$ cat src/rtl/bus_arbiter.sv
// Round-robin arbiter for one shared memory bus, with registered one-hot grants and one dead cycle between owners.
// Define ARB_TIMEOUT_EN to force a release after MAX_TENURE cycles, at a bus_ready boundary, when another core is waiting.
module bus_arbiter #(
  parameter int NUM_CORES  = 4,
  parameter int ID_W       = 2,
  parameter int MAX_TENURE = 64
) (
  input  logic                 clock,
  input  logic                 reset,
  input  logic [NUM_CORES-1:0] bus_rq,
  input  logic                 bus_ready,
  output logic [NUM_CORES-1:0] bus_grant,
  output logic                 grant_valid,
  output logic [ID_W-1:0]      grant_id
);

  // state   | meaning
  // IDLE    | no owner, arbitrate every cycle
  // GRANT   | grant_id owns the bus
  // RELEASE | turnaround cycle, all grants low
  typedef enum logic [1:0] {IDLE, GRANT, RELEASE} state_t;

  state_t               state;
  logic [ID_W-1:0]      ptr;
  logic [ID_W-1:0]      win_id;
  logic                 win_found;
  logic [NUM_CORES-1:0] win_onehot;
  logic [ID_W-1:0]      next_ptr;
  logic                 timeout;

  function automatic logic [ID_W-1:0] rr_index(input logic [ID_W-1:0] base, input int offset);
    int s;
    s = int'(base) + offset;
    if (s >= NUM_CORES) s = s - NUM_CORES;
    return ID_W'(s);
  endfunction

  // First set request at or above ptr, wrapping around.
  always_comb begin
    win_id    = '0;
    win_found = 1'b0;
    for (int i = 0; i < NUM_CORES; i++) begin
      if (!win_found && bus_rq[rr_index(ptr, i)]) begin
        win_found = 1'b1;
        win_id    = rr_index(ptr, i);
      end
    end
  end

  assign win_onehot = NUM_CORES'(1) << win_id;
  assign next_ptr   = (grant_id == ID_W'(NUM_CORES - 1)) ? '0 : grant_id + 1'b1;

`ifdef ARB_TIMEOUT_EN
  localparam int CNT_W = 16;
  logic [CNT_W-1:0] tenure;

  assign timeout = (tenure >= CNT_W'(MAX_TENURE)) && bus_ready && (|(bus_rq & ~bus_grant));

  always_ff @(posedge clock or posedge reset) begin
    if (reset) begin
      tenure <= '0;
    end else if (state == GRANT && bus_rq[grant_id] && !timeout) begin
      if (tenure != '1) tenure <= tenure + 1'b1;
    end else begin
      tenure <= '0;
    end
  end
`else
  logic unused_ready;
  assign unused_ready = bus_ready;
  assign timeout      = 1'b0;
`endif

  always_ff @(posedge clock or posedge reset) begin
    if (reset) begin
      state       <= IDLE;
      bus_grant   <= '0;
      grant_valid <= 1'b0;
      grant_id    <= '0;
      ptr         <= '0;
    end else begin
      case (state)
        IDLE, RELEASE: begin
          if (win_found) begin
            state       <= GRANT;
            bus_grant   <= win_onehot;
            grant_valid <= 1'b1;
            grant_id    <= win_id;
          end else begin
            state <= IDLE;
          end
        end
        GRANT: begin
          if (!bus_rq[grant_id] || timeout) begin
            state       <= RELEASE;
            bus_grant   <= '0;
            grant_valid <= 1'b0;
            grant_id    <= '0;
            ptr         <= next_ptr;
          end
        end
        default: begin
          state       <= IDLE;
          bus_grant   <= '0;
          grant_valid <= 1'b0;
          grant_id    <= '0;
        end
      endcase
    end
  end

endmodule

$ cat config.mk
export PLATFORM = sky130hd
export DESIGN_NAME = bus_arbiter
export DESIGN_NICKNAME = d
export VERILOG_FILES = /design/src/rtl/bus_arbiter.sv
export SDC_FILE = /design/constraint.sdc
export NUM_CORES = 1
export LEC_CHECK = 0
export ABC_AREA = 1
export CAP_MARGIN = 0
export CELL_PAD_IN_SITES_DETAIL_PLACEMENT = 1
export CELL_PAD_IN_SITES_GLOBAL_PLACEMENT = 1
export CORE_AREA = 2 2 61 49
export DETAILED_ROUTE_END_ITERATION = 6
export DIE_AREA = 0 0 63 51
export PLACE_DENSITY = 0.79
export SYNTH_ARGS = -nofsm -noshare
export SYNTH_HDL_FRONTEND = slang
export SYNTH_SLANG_ARGS = --single-unit
export TNS_END_PERCENT = 100
$ cat constraint.sdc
create_clock -name clock -period 1.2 [get_ports clock]
set_input_delay 0.12 -clock clock [delete_from_list [all_inputs] [get_ports clock]]
set_output_delay 0.12 -clock clock [all_outputs]
set_load 0.005 [all_outputs]
**Yosys cells after proc, flatten, opt, wreduce, memory -nomap -nowiden**

Cells that the tools add are included.

- Flip-flop bits (word level): 11
- Input port bits: 7
- Output and inout bits: 7
- Logic and storage cells: 74

- Add/sub/neg operators: 8
- Magnitude comparators: 9
- Eq/ne operators: 5
- Shift-type cells: 1
- Muxes and demuxes: 35
- Bitwise gates (word level): 1
- Reduce and logical (&&, ||, !) cells: 10

Operator list:

| kind | number |
|---|---|
| 2-bit 2-to-1 mux | 12 |
| 2-bit by 3-bit less-than comparator with 1-bit output, second input constant | 5 |
| 1-bit 2-to-1 mux | 12 |
| 1-bit binary-select mux with 2-bit select | 5 |
| 3-bit >= comparator, second input constant | 3 |
| 4-bit 2-to-1 mux | 2 |
| 2-bit one-hot mux with 2 select lines | 2 |
| 4-bit one-hot mux with 2 select lines | 1 |
| 2-bit by 1-bit subtractor with 2-bit output, second input constant | 4 |
| 2-bit by 2-bit adder with 3-bit output, second input constant | 2 |
| 2-bit equality test, second input constant | 2 |
| 2-bit inequality test, second input constant | 2 |
| 2-bit AND reduction | 2 |
| 1-bit by 2-bit left shift with 4-bit output, first input constant | 1 |
| 2-bit by 1-bit adder with 3-bit output, second input constant | 1 |
| 2-bit by 3-bit >= comparator with 1-bit output, second input constant | 1 |
| 1-bit logical AND | 3 |
| 1-bit zero test | 3 |
| 2-bit by 1-bit adder with 2-bit output, second input constant | 1 |
| 2-bit by 1-bit equality test with 1-bit output, second input constant | 1 |
| 2-bit zero test | 1 |
| 1-bit one-hot mux with 2 select lines | 1 |
| 2-bit OR reduction | 1 |
| 1-bit NOT | 1 |

**Logic depth before layout (Yosys ltp)**

- Depth in word-level cells: 17
- Mapped depth: 12
- Depth with buffers taken out: 12

**Worst setup path after synthesis**

OpenSTA, ideal clock, no wires.

- Kind: flip-flop to flip-flop
- Start point: reg ptr[0]
- End point: reg bus_grant[2]
- Library setup time: 0.116 ns
- Data arrival time: 1.234 ns
- Data required time: 1.084 ns
- Path slack: -0.150 ns
- Cell stages (with the launch flop): 12
- Path buffers: 1
- Clock period less this slack: 1.350 ns
- Path through: dfrtp_1 -> buf_6 -> nand2_2 -> nand3_2 -> nand2_2 -> inv_1 -> nand3_2 -> nand2_2 -> nor2_4 -> nor2_4 -> nand2_1 -> nand2_1

- Cells in the longest elaborated chain, start to end: 17
- Elaborated cells between the ends (all ways): 42
- Classes of those cells: 7 x add/sub; 4 x order compare; 1 x eq/ne; 1 x shift; 22 x mux; 7 x reduce/logical

Ends and longest elaborated chain:

| item | line | RTL |
|---|---|---|
| start, declared | 24 | `logic [ID_W-1:0] ptr;` |
| start signal, assigned | 99 | `ptr <= next_ptr;` |
| parallel branches: the longest is 17 deep, another holds 2-bit by 1-bit adder with 3-bit output | n/a |  |
| end signal, assigned | 86 | `bus_grant <= win_onehot;` |
| end, declared | 12 | `output logic [NUM_CORES-1:0] bus_grant,` |

Several ways; the timed one is not identified. The select of a mux whose other input is x is not followed.
A chain may end at the register's enable or synchronous reset.

**Worst setup path after layout**

- Start point: reg ptr[0]
- End point: reg bus_grant[0]

The elaborated chain is that of the path after synthesis.

==> qor.yml <==
synth:
  syn_nets: 127
  ys_types: 21
  synth_area_leader_cell: "dfrtp_1"
  synth.top_cell.area_share_pct: 33.08
  synth-seq-cells: 11
  avgSynthCellArea_um2: 6.992
  mappedNetlistArea_um2: 832.0
  yosys_warnings: 0
  syn_inst: 119
  synth_seq_area_share_pct: 33.08
  yosys-top-cells-area: "dfrtp_1, nand2_1, nand2_2, nand3_2, inv_1"
setup_path:
  slowest_delay_ns: 0.43
  crit_type: "reg2reg"
  start_kind: "flop"
  worstPathRequired_ns: 1.37
  crit_chain: "buf_6 -> nand2_1 -> nand2_1 -> nand2_2 -> nand2_2 -> nor2_4 -> nand3_2 -> nand2_2 -> nand2_4 -> nand3b_1 -> nand2_1"
  cp_max_fo: 8
  slowest_stage: "dfrtp_1"
  rr_startpoint: "ptr[0]$_DFFE_PP0P_"
  r2r_cells: 11
  critPathCaptureType: "flop"
  worstPathArrival_ns: 1.74
  reg2reg_to: "bus_grant[0]$_DFFE_PP0P_"
  worst-r2r-setup-slack_ns: -0.37
global_routing:
  track_usage_pct: 18.04
  met3_usage_pct: 2.203
  grt_use_met1_pct: 22.04
  grt_start_max_net_pins: 12
  grt.overflow.total: 0
  antenna_found_initial: 0
  grt_pass1_wl_mm: 4.471
  busiest_layer: "met2"
  grtUsageMet2_pct: 32.45
  grt_pass1_vias: 955
worst_hold_path:
  hp-class: "in2async"
floorplan:
  placement_rows: 17
  initial_core_util_pct: 30.80
  ioPinCount: 14
  fp.dieArea_um2: 3213
  die_h_um: 51
  core_area_um2: 2701
  dieWidth_um: 63
sta:
  layout_min_cycle_time_ns: 1.574
  finalSetupViolCount: 10
  fmax_mhz: 635.4
  grt_setup_unrepaired: "true"
  worstMarginPinSlew_ns: 0.4424
  slew_viol_final: 0
  relSlewSlack_pct: 70.47
  setup_slack_ns: -0.3738
  finalHoldViolCount: 0
  period_share_pct: 131.1
  finClkSkew_ns: 0.005929
place:
  preCtsSetupSlack_ns: -0.4705
  globalplace.congestion: 0.7688
  io_buffers: 12
  placed_cells: 181
  dp_hpwl_mm: 1.882
route:
  finalWirelength_mm: 2.810
  drc: 0
  drtAntennaViolNets: 0
  wl_per_cell_um: 14.64
  vias: 894
  drt_iter0_markers: 16
  firstDrtPassIters: 4
  vias_per_cell: 4.656
layout:
  layout.cells.non_filler: 192
  syn_to_final_growth_pct: 61.95
  fill_cells: 343
  layout.nets: 163
  final_util_pct: 49.88
  drive_gt1_share_pct: 53.25
  diodes: 0
clock_tree:
  clk_latency_ns: 0.27
  h-tree-depth: 1
  cts-root-buf: "clkbuf_4"
  cts_buffers: 3
  cts_max_path_buffers: 2
  clock-sinks: 11
  tritoncts: "yes"
  clk_pin_slew_worst_paths_ns: 0.07
power:
  finalPower_w: 0.004009
  peakVddDrop_uv: 1259
  p_leak_nw: 0.6783
  p_per_area_nw_per_um2: 2975
run_status:
  status: "finished with violations"
  violations: "negative setup slack"
flow_run:
  cap_viol_max_count: 0
## how the worst max path moves through the flow
stage / startpoint / end / slack [ns] / cells past startpoint
finish: ptr[0]$_DFFE_PP0P_ / bus_grant[0]$_DFFE_PP0P_ / -0.37 / 11
floorplan: ptr[0]$_DFFE_PP0P_ / bus_grant[2]$_DFFE_PP0P_ / -0.12 / 11
global placement: bus_rq[0] / bus_grant[2]$_DFFE_PP0P_ / -0.42 / 12
CTS: ptr[0]$_DFFE_PP0P_ / bus_grant[3]$_DFFE_PP0P_ / -0.31 / 12
global route: ptr[0]$_DFFE_PP0P_ / bus_grant[3]$_DFFE_PP0P_ / -0.48 / 12
detailed placement: bus_rq[3] / bus_grant[2]$_DFFE_PP0P_ / -0.47 / 12
## cell usage after synthesis (all sizes together)
cell type,n
and3,1
o211ai,1
a21oi,2
buf,1
nor3,1
dfrtp,11
nor2,9
nand3b,2
o21ai,6
inv,13
nand3,8
nand2,63
ha,1
## layout make-up
class | count | area [um2] | share of cell area (%)
clock buffer | 4 | 26.28 | 1.950
inverter | 13 | 56.30 | 4.178
multi-input combinational | 94 | 661.9 | 49.12
sequential | 11 | 277.8 | 20.61
tap | 38 | 47.55 | 3.528
timing repair buffer | 32 | 277.8 | 20.61
## report_power, final
part	switching [W]	internal (W)	leakage (nW)
clock network	0.000131	0.000129	0.0150
logic	0.00177	0.00126	0.526
registers	0.000173	0.000548	0.138
total	0.00207	0.00194	0.678
## kinds of logic (layout without fill, tap and decap cells)
| logic type | count (synthesis) | in the layout | share of synthesized area, % |
|---|---|---|---|
| DFF | 11 | 11 | 33.08 |
| and+or+nand+nor | 84 | 84 | 51.58 |
| adders and majority gates | 1 | 1 | 1.504 |
| buffers and inverters | 14 | 49 | 7.218 |
| AOI/OAI and AO/OA | 9 | 9 | 6.616 |
## state kept, by name, summed over array words and instances, names as in the netlist
name,count
bus_grant,4
grant_id,2
grant_valid,1
ptr,2
state,2
## critical path, delay by kind of cell, from the launching register on
family,cells,cell delay (ns)
buf+inv,1,0.18
simple gates,10,0.84
flops,1,0.43
## repair_timing
item,CTS,global route
setup buffers,6,1
pin swaps,2,17
gates cloned,0,0
hold buffers,0,0
endpoints found under the setup margin,18,12
gates resized for setup,28,25
## layer usage
| metal | vias up | wire length (um) |
|---|---|---|
| met1 | 438 | 1258 |
| met3 | 6 | 34 |
| li1 | 440 | - |
| met4 | 0 | 32 |
| met2 | 10 | 1485 |
| met5 | - | 0 |
## placed cells by master (no fill, tap or decap), types with 2 or more instances in the layout
cell             count
inv_4                3
nand3_2              3
dfrtp_2              2
nand3_1              2
nand3_4              3
nand2_4             10
buf_4               16
clkbuf_4             3
dlygate4sd2_1        6
nor2_4               5
nor2_1               4
nand3b_1             2
dfrtp_1              9
inv_2                2
nand2_2             26
o21ai_1              3
inv_1                8
nand2_1             27
buf_6                4
clkdlybuf4s50_1      5
## per-stage QoR
step                      hold WS [ns]  setup TNS (ns)  area [um2]
final                           0.1538          -2.829        1348
after detailed placement        0.4627          -4.428        1125
after global placement          0.4272          -3.803        1125
after floorplan               -0.02763         -0.8364       870.8
after CTS                       0.1686          -2.479        1265
after global routing            0.1942          -3.870        1348
(Power assumes the default switching activity.)
